--- src/rtl/tick_serializer.sv ---
// tick_serializer
//   Samples the clock divider's div_clk level in the clk domain and turns each
//   rising edge into a one-cycle tick. A word taken through a valid/ready
//   handshake is shifted out on sdo, one bit per tick period. frame marks the
//   bit window and done pulses once when the frame finishes.
//
// Parameters
//   DATA_W     word width in bits (>= 2)
//   MSB_FIRST  1: din[DATA_W-1] goes out first; 0: din[0] goes out first
//
// Ports
//   clk        system clock, rising edge
//   rst        asynchronous reset, active low
//   div_clk    divided clock level, already synchronous to clk
//   din        word to transmit, sampled on acceptance
//   din_valid  din is valid
//   din_ready  block can accept a word (combinational, high in IDLE)
//   sdo        serial data (registered)
//   frame      high while a bit is driven on sdo (registered)
//   done       one-cycle pulse at the end of a frame (registered)
module tick_serializer #(
  parameter int DATA_W    = 16,
  parameter bit MSB_FIRST = 1'b1
) (
  input  logic              clk,
  input  logic              rst,
  input  logic              div_clk,
  input  logic [DATA_W-1:0] din,
  input  logic              din_valid,
  output logic              din_ready,
  output logic              sdo,
  output logic              frame,
  output logic              done
);

  localparam int CNT_W = $clog2(DATA_W + 1);
  localparam logic [CNT_W-1:0] CNT_LAST = CNT_W'(DATA_W);
  localparam logic [CNT_W-1:0] CNT_ONE  = CNT_W'(1);

  typedef enum logic [1:0] {
    IDLE  = 2'd0,
    WAIT  = 2'd1,
    SHIFT = 2'd2
  } state_t;

  state_t            state;
  logic              div_q;
  logic              tick;
  logic [DATA_W-1:0] shreg;
  logic [DATA_W-1:0] shreg_next;
  logic              head_bit;
  logic [CNT_W-1:0]  cnt;

  // div_q resets high so a div_clk already high at reset release is not
  // mistaken for a rising edge.
  assign tick      = div_clk & ~div_q;
  assign din_ready = (state == IDLE);

  // The bit to send next always sits at the head of the shift register.
  generate
    if (MSB_FIRST) begin : g_msb
      assign head_bit   = shreg[DATA_W-1];
      assign shreg_next = {shreg[DATA_W-2:0], 1'b0};
    end else begin : g_lsb
      assign head_bit   = shreg[0];
      assign shreg_next = {1'b0, shreg[DATA_W-1:1]};
    end
  endgenerate

  always_ff @(posedge clk or negedge rst) begin
    if (!rst) begin
      state <= IDLE;
      div_q <= 1'b1;
      shreg <= '0;
      cnt   <= '0;
      sdo   <= 1'b0;
      frame <= 1'b0;
      done  <= 1'b0;
    end else begin
      div_q <= div_clk;
      done  <= 1'b0;
      unique case (state)
        // A tick coinciding with acceptance is deliberately ignored: the
        // first bit waits for the next div_clk rising edge.
        IDLE: begin
          if (din_valid) begin
            shreg <= din;
            cnt   <= '0;
            state <= WAIT;
          end
        end
        WAIT: begin
          if (tick) begin
            sdo   <= head_bit;
            shreg <= shreg_next;
            frame <= 1'b1;
            cnt   <= CNT_ONE;
            state <= SHIFT;
          end
        end
        // cnt is the number of bits already driven; the tick after the last
        // bit closes the frame.
        SHIFT: begin
          if (tick) begin
            if (cnt < CNT_LAST) begin
              sdo   <= head_bit;
              shreg <= shreg_next;
              cnt   <= cnt + CNT_ONE;
            end else begin
              sdo   <= 1'b0;
              frame <= 1'b0;
              done  <= 1'b1;
              state <= IDLE;
            end
          end
        end
        default: state <= IDLE;
      endcase
    end
  end

endmodule

--- config.mk ---
export PLATFORM = sky130hd
export DESIGN_NAME = tick_serializer
export DESIGN_NICKNAME = d
export VERILOG_FILES = /design/src/rtl/tick_serializer.sv
export SDC_FILE = /design/constraint.sdc
export NUM_CORES = 1
export LEC_CHECK = 0
export CAP_MARGIN = 25
export CELL_PAD_IN_SITES_DETAIL_PLACEMENT = 1
export CELL_PAD_IN_SITES_GLOBAL_PLACEMENT = 1
export CORE_UTILIZATION = 43
export DETAILED_ROUTE_END_ITERATION = 6
export MAX_ROUTING_LAYER = met4
export PLACE_DENSITY = 0.81
export SYNTH_ARGS = -nofsm -noshare
export SYNTH_HDL_FRONTEND = slang
export SYNTH_SLANG_ARGS = --single-unit
--- constraint.sdc ---
create_clock -name clk -period 5 [get_ports clk]
set_input_delay 0.5 -clock clk [delete_from_list [all_inputs] [get_ports clk]]
set_output_delay 0.5 -clock clk [all_outputs]
set_load 0.03 [all_outputs]
==> results.txt <==
The flow ran to the end, and the final reports show no timing, DRC or antenna violations. For this run, design rule violations remaining after detail routing come to 0. The commonest non-fill, non-tap cell in the layout is sky130_fd_sc_hd__dfrtp_1. Each instance of the synthesized netlist takes up on average 10.76 sq um. The yosys synthesis warning count came out at 0.

The fraction of layout cells with a size suffix above 1 came out at 0.1067. TritonCTS built the clock tree. The number of sinks driven by the clock tree is 27. The root buffer cell chosen for the clock tree is sky130_fd_sc_hd__clkbuf_4.

The total negative slack for setup checks is 0 ns. The leakage power figure is 0.7505 nW. The first detailed-routing pass ran for 3 iterations.

The width of the die is 58.60 microns. The post-synthesis to final-layout area growth came out at 22.07%. The internal portion of the total power is around 580 uW. In the layout the commonest cells are sky130_fd_sc_hd__dfrtp_1, sky130_fd_sc_hd__nand2_1, sky130_fd_sc_hd__clkdlybuf4s50_1, sky130_fd_sc_hd__o21ai_0, sky130_fd_sc_hd__mux2i_1. Dividing total power by cell area gives a power density of 595.8 mW/mm^2. The total number of H-tree levels is 1. The mean number of vias per cell is around 5.1. The first-pass GRT wire length is 4.719 mm. The total setup buffers inserted after CTS is 0. The critical path in this run is classified as flip-flop to flip-flop. The number of failing hold endpoints at the final stage came to 0. The total global routing track utilization is 0.1947. The number of nets with antenna violations after routing is 0. For this design, the CTS-stage hold fixing added 0 buffers. The post-synthesis instance area came out at 0.001378 sq mm.

In the finished design, the share of the clock period the worst path needs comes to 0.4609. The number of global-route vias before repair is 1,083. The post-route cell area came out at 0.001682 sq mm. In the final routed layout, each cell accounts on average for roughly 14 microns. The height of the die is slightly below 60 microns. The count of routing violations after the opening detailed-route iteration came out at 18. The number of slew-limit violations in the final report came out at 0. The largest fanout on the critical path came out at 42. Of the total power, combinational logic draws 0.553. The worst-case headroom to the max-slew limit came out at 0.3639. The number of cells produced by synthesis came out at between 100 and 150. The switching portion of total power came out at 0.4221. STA classifies the critical path startpoint as a flip-flop. Wires add up to 2.705 mm. The count of port buffers added during placement came out at 23.

The net count of the finished layout is 177. The core utilization of the finished layout is 0.5508. The half-perimeter wire length after detailed placement came out at 1.942 mm. The peak supply drop came out at 0.2151 mV. The worst hold path belongs to the class flip-flop to flip-flop.

The power share of the sequential group came out at 0.343. The total global routing overflow came out at 0. The final setup violation count came out at 0. The endpoint arrival time on the critical path came out at between 2 and 3 ns.

The total die area came out at 0.003434 sq mm. The proportion of synthesized chip area in sequential cells came out at 0.4914. The total nets after synthesis came out at 154.

The clock share of power is 0.104. The initial cell density of the core is 0.4512. Max-cap violations in this run came to 0. The required time at the endpoint of the critical path came out at 5.25 ns. The transition time of the tightest slew-check pin came out at 0.9542 ns. Setup repair after global routing left no endpoint under its margin. 24 I/O pins were placed. The area of the placeable core came out at 0.003053 sq mm. The clock passes through at most 2 buffers. The pre-CTS setup slack came out at approximately 2.6 ns. The clock transition at the register clock pins on the worst setup and hold paths after CTS is 0.16 ns.

The global placer's final weighted congestion is around 0.8. The maximum number of pins on one net before global-route repair came out at 43. The worst-case setup margin in the final layout is 2.695 ns. The initial antenna violation count came out at 0. For flop-to-flop paths, the worst setup slack is around 2.7 ns. The clock tree skew after final layout came out at 0.01116 ns. The total cell area at the placement stage is around 0.0016 sq mm. The worst setup path is captured at a flip-flop. The netlist uses 27 different library cells. Summed over all nets, the switching power comes to 423.0 uW. The floorplan has 20 rows. The via count is 980. The clock latency on the worst-skew pair came out at 0.34 ns.

The repair_antennas step left the layout with diodes totalling 0. The synthesized design contains 27 register bits. Final hold analysis gives a worst-case slack of 0.4983 ns. Subtracting the final worst setup slack from the clock period gives between 2 and 2.5 ns. In this run, post-CTS repair resized a total of 0 instances. The CTS buffer count is 3. The highest attainable clock frequency came out at approximately 430 MHz.
[power by group through the flow]
stage | logic, mW | clock network [mW] | registers (mW)
after floorplan | 0.427 | 0 | 0.343
after global placement | 0.495 | 0 | 0.346
after detailed placement | 0.521 | 0 | 0.351
after CTS | 0.523 | 0.109 | 0.346
after global routing | 0.624 | 0.118 | 0.356
final | 0.554 | 0.104 | 0.344
[cell type report]
class	instances	area, sq um
fillers	351	1371
flip-flops and latches	27	676.9
multi-input cells	90	638.1
repair buffers	25	265.3
well taps	44	55.05
clock buffers	3	22.52
inverters	4	15.01
clock inverters	1	8.758
[routing by layer]
| metal | part of all wire | track usage |
|---|---|---|
| met5 | 0 | - |
| met4 | 0.017 | 0.1054 |
| met3 | 0.024 | 0.02857 |
| met2 | 0.50 | 0.3251 |
| met1 | 0.45 | 0.2265 |
[cells in the mapped netlist, drive strengths merged]
cell	count	share of area
or3	1	0.0045
nor2b	2	0.0091
o221ai	2	0.030
o21ai	23	0.084
inv	4	0.011
buf	7	0.035
o31ai	1	0.0091
nand3	3	0.011
and2b	1	0.0073
o41ai	1	0.012
dfstp	1	0.019
a41o	1	0.0073
dfrtp	26	0.47
nor2	3	0.014
a21oi	2	0.015
or2	1	0.0064
nand2b	1	0.0045
mux2i	16	0.12
a21boi	1	0.0055
ha	6	0.054
nand2	24	0.065
mux2	1	0.0082
[critical path, stage by stage (launching register included)]
cell	delay, ns
sky130_fd_sc_hd__dfrtp_1	0.45
sky130_fd_sc_hd__inv_1	0.12
sky130_fd_sc_hd__ha_1	0.44
sky130_fd_sc_hd__nor2_4	0.08
sky130_fd_sc_hd__o221ai_4	0.74
sky130_fd_sc_hd__o21ai_0	0.29
sky130_fd_sc_hd__o31ai_2	0.11
[stage by stage]
stage	total power, mW	instances
final	1.002	194
after global routing	1.098	194
after CTS	0.9775	193
after detailed placement	0.8720	189
after global placement	0.8403	189
after floorplan	0.7706	128
[state kept, by name, indices dropped and copies added, names as in the netlist]
name	flops
done	1
frame	1
div_q	1
sdo	1
cnt	5
state	2
shreg	16
[logic make-up after synthesis]
family                     synth area share
and+or+nand+nor                      0.1217
AOI/OAI and AO/OA                    0.1626
DFF                                  0.4914
muxes                                0.1244
buffers and inverters               0.04541
adders and majority gates           0.05449
[final timing paths]
check | from | to | cells past startpoint
max in group asynchronous | rst | div_q$_DFF_PN1_ | 2
min | shreg[1]$_DFFE_PN0P_ | shreg[1]$_DFFE_PN0P_ | 2
min reg2reg | shreg[1]$_DFFE_PN0P_ | shreg[1]$_DFFE_PN0P_ | 2
min in group asynchronous | rst | shreg[4]$_DFFE_PN0P_ | 2
max reg2reg | state[0]$_DFFE_PN0P_ | cnt[2]$_DFFE_PN0P_ | 6
max | state[0]$_DFFE_PN0P_ | cnt[2]$_DFFE_PN0P_ | 6
Note: power is estimated with default switching activity, not from simulation.
